<file path="config.mk">
export PLATFORM = sky130hd
export DESIGN_NAME = gsa_frame_packer
export DESIGN_NICKNAME = d
export VERILOG_FILES = /design/src/rtl/gsa_pkg.sv /design/src/rtl/gsa_sync_fifo.sv /design/src/rtl/gsa_frame_packer.sv
export SDC_FILE = /design/constraint.sdc
export NUM_CORES = 1
export LEC_CHECK = 0
export ABC_CLOCK_PERIOD_IN_PS = 6900
export CELL_PAD_IN_SITES_DETAIL_PLACEMENT = 1
export CELL_PAD_IN_SITES_GLOBAL_PLACEMENT = 2
export CORE_MARGIN = 2
export CORE_UTILIZATION = 48
export DETAILED_ROUTE_END_ITERATION = 16
export GPL_ROUTABILITY_DRIVEN = 0
export HOLD_SLACK_MARGIN = 0.15
export PLACE_DENSITY = 0.85
export SYNTH_ARGS = -nofsm -noshare
export SYNTH_HDL_FRONTEND = slang
export SYNTH_SLANG_ARGS = --single-unit
</file>
<file path="constraint.sdc">
create_clock -name clk -period 6.9 [get_ports clk]
set_clock_uncertainty 0.1 [all_clocks]
set_input_delay 1.725 -clock clk [delete_from_list [all_inputs] [get_ports clk]]
set_output_delay 1.725 -clock clk [all_outputs]
set_load 0.005 [all_outputs]
</file>
<file path="src/rtl/gsa_pkg.sv">
// Shared types and header layout for the growing_avg_signed frame packer.
package gsa_pkg;

  // Packer output state: waiting for a full frame, presenting the header,
  // or streaming the frame's sample words.
  typedef enum logic [1:0] {
    IDLE   = 2'd0,
    HEADER = 2'd1,
    BODY   = 2'd2
  } state_t;

  // Header word layout: {zero-extend, n_avgs tag, sequence number}.
  localparam int TAG_LSB = 8;
  localparam int TAG_W   = 8;
  localparam int SEQ_W   = 8;

endpackage

</file>
<file path="src/rtl/gsa_sync_fifo.sv">
// Single-clock first-word-fall-through FIFO with a synchronous flush.
// dout always shows the oldest resident word; it is meaningless when empty.
module gsa_sync_fifo #(
  parameter int WIDTH = 16,
  parameter int DEPTH = 16
) (
  input  logic                     clk,
  input  logic                     rst,
  input  logic                     flush,
  input  logic                     push,
  input  logic [WIDTH-1:0]         din,
  input  logic                     pop,
  output logic [WIDTH-1:0]         dout,
  output logic [$clog2(DEPTH):0]   count
);

  localparam int AW = $clog2(DEPTH);
  localparam logic [AW:0] DEPTH_C = (AW+1)'(DEPTH);

  logic [WIDTH-1:0] mem [DEPTH];
  logic [AW-1:0]    wr_ptr_reg;
  logic [AW-1:0]    rd_ptr_reg;
  logic [AW:0]      count_reg;
  logic             push_ok;
  logic             pop_ok;

  // Full/empty are judged on the registered count only, so a pop in the
  // same cycle never makes room for a push.
  assign push_ok = push && (count_reg < DEPTH_C);
  assign pop_ok  = pop && (count_reg != '0);

  // Storage write; no reset so the array maps onto plain RAM.
  always_ff @(posedge clk) begin
    if (push_ok && !flush) begin
      mem[wr_ptr_reg] <= din;
    end
  end

  // Pointer and occupancy bookkeeping; flush wins over push and pop.
  always_ff @(posedge clk) begin
    if (rst || flush) begin
      wr_ptr_reg <= '0;
      rd_ptr_reg <= '0;
      count_reg  <= '0;
    end else begin
      if (push_ok) begin
        wr_ptr_reg <= wr_ptr_reg + 1'b1;
      end
      if (pop_ok) begin
        rd_ptr_reg <= rd_ptr_reg + 1'b1;
      end
      case ({push_ok, pop_ok})
        2'b10:   count_reg <= count_reg + 1'b1;
        2'b01:   count_reg <= count_reg - 1'b1;
        default: count_reg <= count_reg;
      endcase
    end
  end

  assign dout  = mem[rd_ptr_reg];
  assign count = count_reg;

endmodule

</file>
<file path="src/rtl/gsa_frame_packer.sv">
// Packs averaged samples into frames of one header word plus FRAME_LEN
// sample words on a valid/ready stream, buffering through a small FIFO so
// the averager never waits on readout backpressure.
module gsa_frame_packer
  import gsa_pkg::*;
#(
  parameter int N         = 16,
  parameter int FRAME_LEN = 8,
  parameter int DEPTH     = 16
) (
  input  logic         clk,
  input  logic         rst,
  input  logic         new_dat,
  input  logic [N-1:0] y,
  input  logic [7:0]   n_avgs,
  output logic [N-1:0] m_data,
  output logic         m_valid,
  input  logic         m_ready,
  output logic         m_last,
  output logic         overflow,
  input  logic         clr_overflow
);

  localparam int CW = $clog2(DEPTH) + 1;
  localparam int BW = (FRAME_LEN > 1) ? $clog2(FRAME_LEN) : 1;
  localparam logic [CW-1:0] DEPTH_C     = CW'(DEPTH);
  localparam logic [CW-1:0] FRAME_LEN_C = CW'(FRAME_LEN);
  localparam logic [BW-1:0] LAST_BEAT   = BW'(FRAME_LEN - 1);

  state_t             state_reg;
  logic [BW-1:0]      beat_reg;
  logic [SEQ_W-1:0]   seq_reg;
  logic [TAG_W-1:0]   tag_reg;
  logic [7:0]         n_avgs_reg;
  logic               flush_pend_reg;
  logic               overflow_reg;
  logic               m_valid_reg;
  logic               m_last_reg;

  logic [CW-1:0]      fifo_count;
  logic [N-1:0]       fifo_dout;
  logic               push;
  logic               pop;
  logic               drop;
  logic               handshake;
  logic               last_handshake;
  logic               setting_change;
  logic               flush_now;
  logic [BW-1:0]      beat_inc;
  logic [N-1:0]       header_word;

  assign handshake      = m_valid_reg && m_ready;
  assign last_handshake = handshake && (state_reg == BODY) && m_last_reg;
  assign push           = new_dat && (fifo_count < DEPTH_C);
  assign drop           = new_dat && (fifo_count == DEPTH_C);
  assign pop            = handshake && (state_reg == BODY);
  assign setting_change = (n_avgs != n_avgs_reg);
  // A pending flush runs while idle, or on the very edge that closes the
  // current frame so the FIFO is already empty when IDLE is entered.
  assign flush_now      = flush_pend_reg && ((state_reg == IDLE) || last_handshake);
  assign beat_inc       = beat_reg + 1'b1;

  gsa_sync_fifo #(
    .WIDTH (N),
    .DEPTH (DEPTH)
  ) u_fifo (
    .clk   (clk),
    .rst   (rst),
    .flush (flush_now),
    .push  (push),
    .din   (y),
    .pop   (pop),
    .dout  (fifo_dout),
    .count (fifo_count)
  );

  // Track the averaging setting and remember that a flush is owed.
  always_ff @(posedge clk) begin
    n_avgs_reg <= n_avgs;
    if (rst) begin
      flush_pend_reg <= 1'b0;
    end else if (setting_change) begin
      flush_pend_reg <= 1'b1;
    end else if (flush_now) begin
      flush_pend_reg <= 1'b0;
    end
  end

  // Sticky drop flag; a new drop beats a simultaneous clear.
  always_ff @(posedge clk) begin
    if (rst) begin
      overflow_reg <= 1'b0;
    end else if (drop) begin
      overflow_reg <= 1'b1;
    end else if (clr_overflow) begin
      overflow_reg <= 1'b0;
    end
  end

  // Frame sequencer with registered valid/last.
  always_ff @(posedge clk) begin
    if (rst) begin
      state_reg   <= IDLE;
      beat_reg    <= '0;
      seq_reg     <= '0;
      tag_reg     <= '0;
      m_valid_reg <= 1'b0;
      m_last_reg  <= 1'b0;
    end else begin
      case (state_reg)
        IDLE: begin
          // Only start once a whole frame is resident so BODY never starves;
          // hold off while a setting change is in flight.
          if ((fifo_count >= FRAME_LEN_C) && !flush_pend_reg && !setting_change) begin
            state_reg   <= HEADER;
            tag_reg     <= n_avgs_reg;
            m_valid_reg <= 1'b1;
          end
        end
        HEADER: begin
          if (handshake) begin
            state_reg  <= BODY;
            beat_reg   <= '0;
            m_last_reg <= (LAST_BEAT == '0);
          end
        end
        BODY: begin
          if (handshake) begin
            if (m_last_reg) begin
              state_reg   <= IDLE;
              m_valid_reg <= 1'b0;
              m_last_reg  <= 1'b0;
              seq_reg     <= seq_reg + 1'b1;
            end else begin
              beat_reg   <= beat_inc;
              m_last_reg <= (beat_inc == LAST_BEAT);
            end
          end
        end
        default: begin
          state_reg   <= IDLE;
          m_valid_reg <= 1'b0;
          m_last_reg  <= 1'b0;
        end
      endcase
    end
  end

  // Header word assembled from registered fields only, so it is stable
  // for as long as HEADER is held.
  always_comb begin
    header_word                      = '0;
    header_word[TAG_LSB +: TAG_W]    = tag_reg;
    header_word[SEQ_W-1:0]           = seq_reg;
  end

  // Output data select: header, FIFO head, or zero while idle.
  always_comb begin
    m_data = '0;
    if (state_reg == HEADER) begin
      m_data = header_word;
    end else if (state_reg == BODY) begin
      m_data = fifo_dout;
    end
  end

  assign m_valid  = m_valid_reg;
  assign m_last   = m_last_reg;
  assign overflow = overflow_reg;

endmodule

</file>
==> metrics.md <==
| Metric | Value |
|---|---|
| Yosys reg bits | `306` |
| Crit path time final | `5.24 ns` |
| # resized after CTS | `0` |
| Synth Area in Adders | `1.11%` |
| Hold_buf cts | `0` |
| Cell Area, Synth | `12400 um2` |
| Global-route wire length before repair | `46.6 mm` |
| Initial DRC count | `600` |
| Max reg flops | `256` |
| # rows | `58` |
| Drt first pass iters | `5` |
| Critical Path Fanout Max | `72` |
| Clock latency on the worst-skew pair | `0.57 ns` |
| Mapped Cells | `846` |
| Initial antenna violation count | `1` |
| Setup TNS | `0 ns` |
| GRT overflow | `0` |
| Share of cells above drive strength 1 | `9.14%` |
| WHS Path Cells | `2` |
| H-tree Lvls | `1` |
| Prevailing post-synth register cell | `edfxtp_1` |
| Multiplexer area fraction after synthesis | `10.7%` |
| Crit path DAT | `3.42 ns` |
| Residual DRC | `0` |
| Die span in y | `165 um` |
| Die area | `27100 um2` |
| Main combinational cell family by area after synthesis | `multiplexers` |
| Crit path top cell by count | `nand3_1` |
| Maximum capacitance violations | `0` |
| Syn Area/Cell | `14.6 um2` |
| Post-route design area | `14300 um2` |
| Root Driver | `clkbuf_16` |
| WL/cell | `24.8 um` |
| CP Launch Type | `register` |
| Post-synth net total | `886` |
| Num Clock Sinks | `306` |
| Routed vias/inst | `5.93` |
| Antenna cells | `0` |
| Top-level I/O count | `48` |
| Number of global-route vias before repair | `7701` |
| Kind of critical path | `reg2out` |
| DP Area | `13200 um2` |
| Leading cell types by count after synthesis | `edfxtp_1 (256), mux2i_1 (132), nand2_1 (58)` |
| Crit share post-route | `76.0%` |
| Hold Path Class | `reg2reg` |
| CTS tree | `built` |
| Clock transition at path regs | `0.06 ns` |
| Area growth syn-to-layout | `15.4%` |
| Post-synthesis simple-gate area fraction | `8.67%` |
| WP depth | `6` |
| Layout Nets | `934` |
| RSZ-0062 raised after global routing | `false` |
| CP max stage delay | `1.01 ns` |
| PortBufs | `47` |
| Synth top area share | `62.1%` |
| Clock buffer count from CTS | `31` |
| Max VDD drop | `0.216 mV` |
| Run status | `finished, final reports clean` |
| Crit-path slowest cell | `dfxtp_4` |
| Met1 Resource Use GR | `30.6%` |
| Max-slew headroom | `22.5%` |
| Top Usage Layer GRT | `met2` |
| Bufs on Longest Clock Path | `3` |
| Required @ worst endpoint | `5.08 ns` |
| Area contributors post-synth | `edfxtp_1 (62%), mux2i_1 (11%), dfxtp_1 (8.1%)` |
| Routed Antenna Nets | `0` |
| Vias | `7406` |
| Grt met2 use | `39.5%` |
| Initial core utilization | `49.0%` |
| Most frequent cell after synthesis | `edfxtp_1` |
| Register with the most flip-flops | `u_fifo.mem` |
| Global routing usage summed across all routing layers | `23.3%` |
| Worst Path Buf+Inv | `2` |
| Die width | `165 um` |
| Critical path, cell by cell | `buf_12 > mux2i_1 > a22oi_1 > nand3_1 > nand3_1 > clkdlybuf4s50_1` |
| Worst r2r path cells | `10` |
| Leak | `4.46 nW` |
| Layout fillers | `2417` |
| HPWL after detailed placement | `18.0 mm` |
| Post-CTS Repair Setup Buffers | `0` |
| Post-synthesis sequential area ratio | `70.2%` |
| Final hold vios | `0` |
| Largest net degree at the start of global routing | `73` |
| Crit. End Element | `primary output` |
| Post-synthesis xor/xnor area fraction | `1.70%` |
| EDFF count, synth | `256` |
| GRT met3 Usage | `4.04%` |
| Final setup vio count | `0` |
| Netlist cell types | `50` |
| Synthesis Warnings | `0` |
| Pwr/cell area | `266 nW/um2` |
| CORE AREA | `25300 um2` |
| Area leader, netlist | `edfxtp_1` |
| Worst Max-Slew Pin Slew | `1.16 ns` |
| Fmax | `0.191 GHz` |
| Pins Over Slew Limit | `0` |
| CP delay by family, top | `buffers and inverters` |
| Async set-reset flop share out of synthesis | `0%` |
| Final wirelength | `31.0 mm` |
| Compound-Gate Fraction of Synth Area | `5.50%` |
## final timing paths
path	from	slack (ns)	endpoint
worst max-delay path	register	1.66	m_data[0]
worst min-delay path	tag_reg[1]	0.38	tag_reg[1]
worst max register to register	u_fifo.count[0]	3.91	u_fifo.count[2]
worst min register to register	tag_reg[1]	0.38	tag_reg[1]
## cell type report
type                    instances  area, um2  share of cell area [%]
flip-flops and latches        306       8690                    60.8
multi-input cells             478       3470                    24.3
clock buffers                  36        795                    5.56
repair buffers                 66        626                    4.38
well taps                     330        413                    2.89
clock inverters                22        253                    1.77
inverters                      11       41.3                   0.289
## report_power, final
part | leakage [nW] | switching (mW) | internal [mW]
Clock | 0.504 | 0.704 | 1.01
Sequential | 2.71 | 0.00507 | 2.01
Combinational | 1.24 | 0.0461 | 0.0255
## cell usage in the layout, fill, tap and decap left out, types with 5 or more instances in the layout
master,count
a21oi_1,20
nand3_1,42
edfxtp_1,256
a22oi_1,51
buf_4,18
clkbuf_1,5
xor2_1,10
clkinv_1,5
clkdlybuf4s50_1,47
nor2_1,38
clkbuf_16,31
o31ai_1,9
xnor2_1,14
inv_1,11
mux2i_1,132
nand2_1,58
dfxtp_1,49
nand4_1,30
ha_1,11
bufinv_16,5
o21ai_0,5
## cells by family (layout without fill, tap and decap cells)
| group | Yosys count | after routing |
|---|---|---|
| AOI/OAI and AO/OA | 97 | 97 |
| buffers and inverters | 62 | 135 |
| and+or+nand+nor | 214 | 214 |
| xor gates and xnor gates | 24 | 24 |
| adders and majority gates | 11 | 11 |
| DFF | 306 | 306 |
| muxes | 132 | 132 |
## tightest hold or removal path: cells and delay by family (launching register included)
family / cells / cell delay [ns]
flip-flops: 1 / 0.31
AO/OA/AOI/OAI: 2 / 0.12
## per-stage QoR
step                      util, %  std cells  power [mW]  setup slack, ns  hold WS [ns]
final                        56.6       1249        3.80             1.66         0.383
after global routing         56.6       1249        3.91             1.47         0.412
after CTS                    56.6       1249        3.84             1.61         0.390
after detailed placement     52.4       1191        2.13             2.21         0.373
after global placement       52.4       1191        2.12             2.33         0.360
after floorplan                 -        846        2.08             2.95         0.349
## per-layer routing
metal | vias up | routed length (um)
li1 | 3323 | -
met1 | 3807 | 13200
met2 | 204 | 15100
met3 | 70 | 1660
met4 | 2 | 997
met5 | - | 16
Power figures use the tool's default switching activity.
